## config.mk

```make
export PLATFORM = sky130hd
export DESIGN_NAME = h_ram8_clr
export DESIGN_NICKNAME = d
export VERILOG_FILES = /design/src/rtl/h_ram8_clr_pkg.sv /design/src/rtl/h_word_reg.sv /design/src/rtl/h_ram8_clr.sv
export SDC_FILE = /design/constraint.sdc
export NUM_CORES = 1
export LEC_CHECK = 0
export ABC_AREA = 1
export CELL_PAD_IN_SITES_DETAIL_PLACEMENT = 2
export CELL_PAD_IN_SITES_GLOBAL_PLACEMENT = 2
export CORE_MARGIN = 5
export CORE_UTILIZATION = 37
export CTS_CLUSTER_SIZE = 28
export DETAILED_ROUTE_END_ITERATION = 8
export GPL_ROUTABILITY_DRIVEN = 0
export PLACE_DENSITY = 0.86
export SYNTH_ARGS = -nofsm -noshare
export SYNTH_HDL_FRONTEND = slang
export SYNTH_SLANG_ARGS = --single-unit
```

## constraint.sdc

```tcl
create_clock -name clk -period 12.3 [get_ports clk]
set_input_delay 2.46 -clock clk [delete_from_list [all_inputs] [get_ports clk]]
set_output_delay 2.46 -clock clk [all_outputs]
set_load 0.1 [all_outputs]
```

## src/rtl/h_ram8_clr_pkg.sv

```systemverilog
// Shared sizes and FSM encoding for the h_ram8_clr register memory.
package h_ram8_clr_pkg;

   localparam int unsigned WORD_W     = 16;
   localparam int unsigned RAM8_DEPTH = 8;
   localparam int unsigned ADDR8_W    = 3;

   typedef enum logic {
      IDLE  = 1'b0,
      SWEEP = 1'b1
   } ram8_state_t;

endpackage

```

## src/rtl/h_word_reg.sv

```systemverilog
// WIDTH-bit storage word with load enable and async active-high reset to zero.
module h_word_reg #(
   parameter int unsigned WIDTH = 16
) (
   input  logic             clk,
   input  logic             rst,
   input  logic             load,
   input  logic [WIDTH-1:0] d,
   output logic [WIDTH-1:0] q
);

   always_ff @(posedge clk or posedge rst) begin
      if (rst)       q <= '0;
      else if (load) q <= d;
   end

endmodule

```

## src/rtl/h_ram8_clr.sv

```systemverilog
// Eight-word register memory with a sequenced 8-cycle clear engine.
// Define H_RAM8_CLR_BYPASS_EN for write-through reads of the word being loaded.
module h_ram8_clr
   import h_ram8_clr_pkg::*;
#(
   parameter int unsigned      WIDTH   = WORD_W,
   parameter logic [WIDTH-1:0] CLR_VAL = '0
) (
   input  logic               clk,
   input  logic               rst,
   input  logic [WIDTH-1:0]   in,
   input  logic               load,
   input  logic [ADDR8_W-1:0] address,
   input  logic               clear,
   output logic [WIDTH-1:0]   out,
   output logic               busy
);

   ram8_state_t             state, state_next;
   logic [ADDR8_W-1:0]      cnt, cnt_next;
   logic [RAM8_DEPTH-1:0]   we;
   logic [WIDTH-1:0]        wdata;
   logic [WIDTH-1:0]        word_q [RAM8_DEPTH];

   // State, sweep counter and busy flag
   always_ff @(posedge clk or posedge rst) begin
      if (rst) begin
         state <= IDLE;
         cnt   <= '0;
         busy  <= 1'b0;
      end else begin
         state <= state_next;
         cnt   <= cnt_next;
         busy  <= (state_next == SWEEP);
      end
   end

   // Next state plus write enable/data: clear beats load, sweep owns the array
   always_comb begin
      state_next = state;
      cnt_next   = cnt;
      we         = '0;
      wdata      = in;
      case (state)
         IDLE: begin
            if (clear) begin
               state_next = SWEEP;
               cnt_next   = '0;
            end else if (load) begin
               we = RAM8_DEPTH'(1) << address;
            end
         end
         SWEEP: begin
            we       = RAM8_DEPTH'(1) << cnt;
            wdata    = CLR_VAL;
            cnt_next = cnt + ADDR8_W'(1);
            if (cnt == ADDR8_W'(RAM8_DEPTH - 1)) state_next = IDLE;
         end
         default: state_next = IDLE;
      endcase
   end

   for (genvar i = 0; i < RAM8_DEPTH; i++) begin : g_word
      h_word_reg #(.WIDTH(WIDTH)) u_word (
         .clk  (clk),
         .rst  (rst),
         .load (we[i]),
         .d    (wdata),
         .q    (word_q[i])
      );
   end

   // Read select
   always_comb begin
      out = word_q[address];
`ifdef H_RAM8_CLR_BYPASS_EN
      if (load && (state == IDLE) && !clear) out = in;
`endif
   end

endmodule
```

# Yosys cells after proc, flatten, opt, wreduce, memory -nomap -nowiden
# Index checks and enable logic that the tools add are counted.
# word_totals
reg_bits	132
inputBits	23
output_inout_bits	17
elab_cells	30
# classes
n_addsub	1
order_cmp	1
eq_ne	2
shift	2
mux	12
bitwise_logic	2
# op_table
cell	n
$bmux 16 s3	1
$mux 16	3
$mux 8	2
$pmux 8 s2	1
$shl 1x3->8 const A	2
$pmux 3 s2	1
$ge 4x4->1 const B	1
$not 3->4	1
$add 3x1->3 const B	1
$eq 3x3->1 const B	1
$mux 3	1
$mux 1	2
$ne 2x2->1 const B	1
$pmux 1 s2	1
$not 1->1	1

# Longest topological paths before layout
# depth
depth_word	4
mapped_depth	9

# Cells and area by module
# A second synthesis with hierarchy kept.
# hier_totals
hier_cells	1003
hier_area_um2	7135.6
# modules_own_cells
mod	n_inst	cells_per_inst	area_each_um2	seq_area_each_um2
h_word_reg	8	69	648.1	400.4
h_ram8_clr	1	451	1950.6	100.1

# Least setup slack after synthesis
# No wires, ideal clock.
# synth_timing
path_type	input port to output port
from	input port address[1]
to	output port out[10]
t_arrival_ns	3.807
slack_ns	6.033
cell_stages	7
n_path_buf	2
path_cell_list	buf_2 > inv_2 > clkbuf_1 > nand2_1 > nand2_1 > nand2_1 > nand2_1
# synth_via
elab_chain_cells	4
# synth_lines
element	line	text
start: declaration	h_ram8_clr.sv:13	input logic [ADDR8_W-1:0] address,
$not 3->4 (not written as such)	h_ram8_clr.sv:75	out = word_q[address];
$bmux 16 s3	h_ram8_clr.sv:75	
$mux 16 (not written as such) (2 in series)	h_ram8_clr.sv:75	
end: declaration	h_ram8_clr.sv:15	output logic [WIDTH-1:0] out,
# Every way passes these cells. The select of a mux whose other input is x is not followed.

# Worst setup path after layout
# layout_timing
from	input port address[0]
to	output port out[14]
# The elaborated chain is that of the path after synthesis.

==> impl_metrics.tcl <==
set metrics [dict create \
    power.static_leakage_nw 4.71 \
    dp_slack_ns 4.13 \
    crit_end "out[14]" \
    totalPowerFinal_mw 1.48 \
    ys_ff_latch 132 \
    root_buffer_selected_by_cts "clkbuf_16" \
    timing.critical_path.fanout_max 69 \
    power_density_nw_per_um2 178 \
    stdcell_count 1299 \
    r2r-start "state$_DFF_PP0_" \
    path_depth 11 \
    rr_worst_depth 8 \
    synth_async_reset_ratio 1.00 \
    worst_clock_skew_ns 0.00972 \
    cts_post_setup_buffers_inserted 0 \
    timing.final.ws_setup_ns 4.00 \
    wirelength_mm 30.8 \
    synth_warnings 0 \
    area_growth_syn_to_layout_pct 16.1 \
    yosys.cell_count.top_type "nand2_1" \
    maximum_level_of_the_cts_h_tree 4 \
    syn-instance-count 1024 \
    hold_fails_final_rpt 0 \
    floorplan.die.width_um 149 \
    grt_max_degree 83 \
    final_core_util 0.440 \
    initial_antenna_violation_count 0 \
    post_route_cells_drive_above_1_share 0.0587 \
    post_cts_resize_count 0 \
    worst-endpoint-arrival_ns 5.84 \
    fmax_mhz 120 \
    setup-violations-final 0 \
    firstDrtPassIters 4 \
    worstPathBufferInverterCount 5 \
    required_time_at_the_endpoint_of_the_critical_path_ns 9.84 \
    num-nets-final 1055 \
    synth_top_area_share 0.461 \
    finalWorstPathRequiredPeriod_ns 8.30 \
    clock_path_buffers 2 \
    synthTopCellsByArea "dfrtp_1, nand2_1, nand3_1" \
    cts.sink_count 132 \
    syn-num-nets 1053 \
    dominantRegCellSynth "dfrtp_1" \
    critical-path-slowest-cell "clkdlybuf4s50_1" \
    period_share 0.675 \
    number_of_hold_buffers_added_after_cts 0 \
    gr-usage-all-layers 0.291 \
    placement_rows 50 \
    routedWlPerCell_um 23.7 \
    detail_route.drc_violations 0 \
    cts_made_buffers 17 \
    flop_to_flop_setup_slack_ns 9.78 \
    critPathMostFrequentCell "nand2_1" \
    io-pin-count 40 \
    timing.final.max_slew_violations 0 \
    dr_total_vias 7348 \
    fp.coreArea_sq_um 18900 \
    place_area_sq_um 7620 \
    detail-route-antenna-nets 0 \
    post-place-cells 1267 \
    timing.rr.end "g_word[1].u_word.q[13]$_DFFE_PP0P_" \
    element_type_at_the_critical_path_start "input port" \
    die_h_um 149 \
    detailedPlacementHpwl_mm 18.8 \
    synthesis.area_sq_um 7160 \
    crit_path_category "input port to output pin" \
    power.ir.vdd_worst_uv 247 \
    clk-insertion-delay-late_ns 0.44 \
    timing.critical_path.cells "buf_2 > buf_4 > inv_2 > buf_4 > nand2_1 > nand2_1 > nand2_1 > nand2_1 > nand2_1 > nand2_1 > clkdlybuf4s50_1" \
    grt_first_pass_wirelength_mm 48.8 \
    tightest_slew_ns 0.998 \
    synth_sequential_area_ratio 0.461 \
    vias_per_cell 5.66 \
    die-area_sq_um 22200 \
    slew_headroom 0.333 \
    cpLargestDelayFamily "buffers and inverters" \
    outcome "complete, no violations" \
    synth_enable_flop_cells 0 \
    setup_repair_after_global_routing_missed_its_margin "no" \
    grt_remaining_overflow 0 \
    cts.reportedPaths.clkPinSlew_ns 0.06 \
    initial_core_util 0.379 \
    finalSetupTns_ns 0 \
    tritoncts "done" \
    portBuffers 39 \
    max_cap_violations 0 \
    worst_hold_path_type "register to register" \
    antenna_cells 0 \
    first_global_vias 8244 \
    critical_path.max_stage_delay_ns 1.14 \
    timing.hold.ws_ns 0.498 \
    synth_top_area_cell "dfrtp_1" \
    synth.top_cells.by_count "nand2_1, nand3_1, dfrtp_1, buf_2, inv_1" \
    initialDrtViolationCount 475 \
    syn-mean-instance-area_sq_um 6.99 \
    final_cell_area_sq_um 8320 \
    setup.worst_path.start "address[0]" \
    synth.lib_cells_used.distinct 19 \
    cp-end-kind "output pin" \
]
flip-flops by register name, summed over array words and instances (netlist names):
signal,flops
cnt,3
state,1
g_word.u_word.q,128
where the power goes:
part | internal, mW | switching (mW)
combinational | 0.0701 | 0.298
sequential | 0.471 | 0.0290
clock | 0.407 | 0.206
total | 0.948 | 0.533
area by class of cell:
type                            count  area (sq um)
Inverter                           36           140
Clock inverter                      8           193
Timing Repair Buffer               48           453
Tap cell                          260           325
Fill cell                        2216         10600
Multi-Input combinational cell    791          3400
Sequential cell                   132          3300
Clock buffer                       24           502
kinds of logic after synthesis:
logic type                 synth area share
AOI/OAI and AO/OA                   0.00297
adders and majority gates            0.0105
buffers and inverters                0.0639
DFF                                   0.461
and+or+nand+nor                       0.461
worst min-delay path by stage:
stage                                             startpoint                            endpoint  slack [ns]  cells after the start
after detailed placement  g_word[1].u_word.q[11]$_DFFE_PP0P_  g_word[1].u_word.q[11]$_DFFE_PP0P_        0.49                      2
after floorplan            g_word[5].u_word.q[0]$_DFFE_PP0P_   g_word[5].u_word.q[0]$_DFFE_PP0P_        0.47                      2
after global placement     g_word[5].u_word.q[2]$_DFFE_PP0P_   g_word[5].u_word.q[2]$_DFFE_PP0P_        0.48                      2
after global routing      g_word[7].u_word.q[11]$_DFFE_PP0P_  g_word[7].u_word.q[11]$_DFFE_PP0P_        0.53                      2
after CTS                 g_word[1].u_word.q[11]$_DFFE_PP0P_  g_word[1].u_word.q[11]$_DFFE_PP0P_        0.51                      2
final                     g_word[7].u_word.q[11]$_DFFE_PP0P_  g_word[7].u_word.q[11]$_DFFE_PP0P_        0.50                      2
cells in the final DEF, fill, tap and decap left out, types with 4 or more instances in the layout:
master           instances
nor2_1                  21
clkdlybuf4s50_1         38
inv_2                    4
ha_1                     6
nor2_4                   5
clkbuf_8                 5
nand2_1                506
nand2_2                  5
dfrtp_1                132
clkbuf_16               17
nand3_1                238
buf_4                    9
bufinv_16                6
inv_1                   31
nor2_2                   4
layer usage:
| metal | global-route usage | part of all wire | vias to the layer above |
|---|---|---|---|
| met5 | 0 | 0 | - |
| met4 | 0.108 | 0.031 | 0 |
| met3 | 0.0471 | 0.037 | 62 |
| met2 | 0.510 | 0.51 | 193 |
| met1 | 0.361 | 0.42 | 3842 |
| li1 | - | - | 3251 |
worst reg2reg max path, cell delays in order, from the launching register on:
cell	delay [ns]
dfrtp_1	0.40
buf_4	0.28
inv_2	0.12
nand2_2	0.09
nor2_4	0.09
buf_4	0.40
nand2_1	0.62
nand3_1	0.30
nand2_1	0.10
No activity file was read; power rests on OpenSTA's default activity.
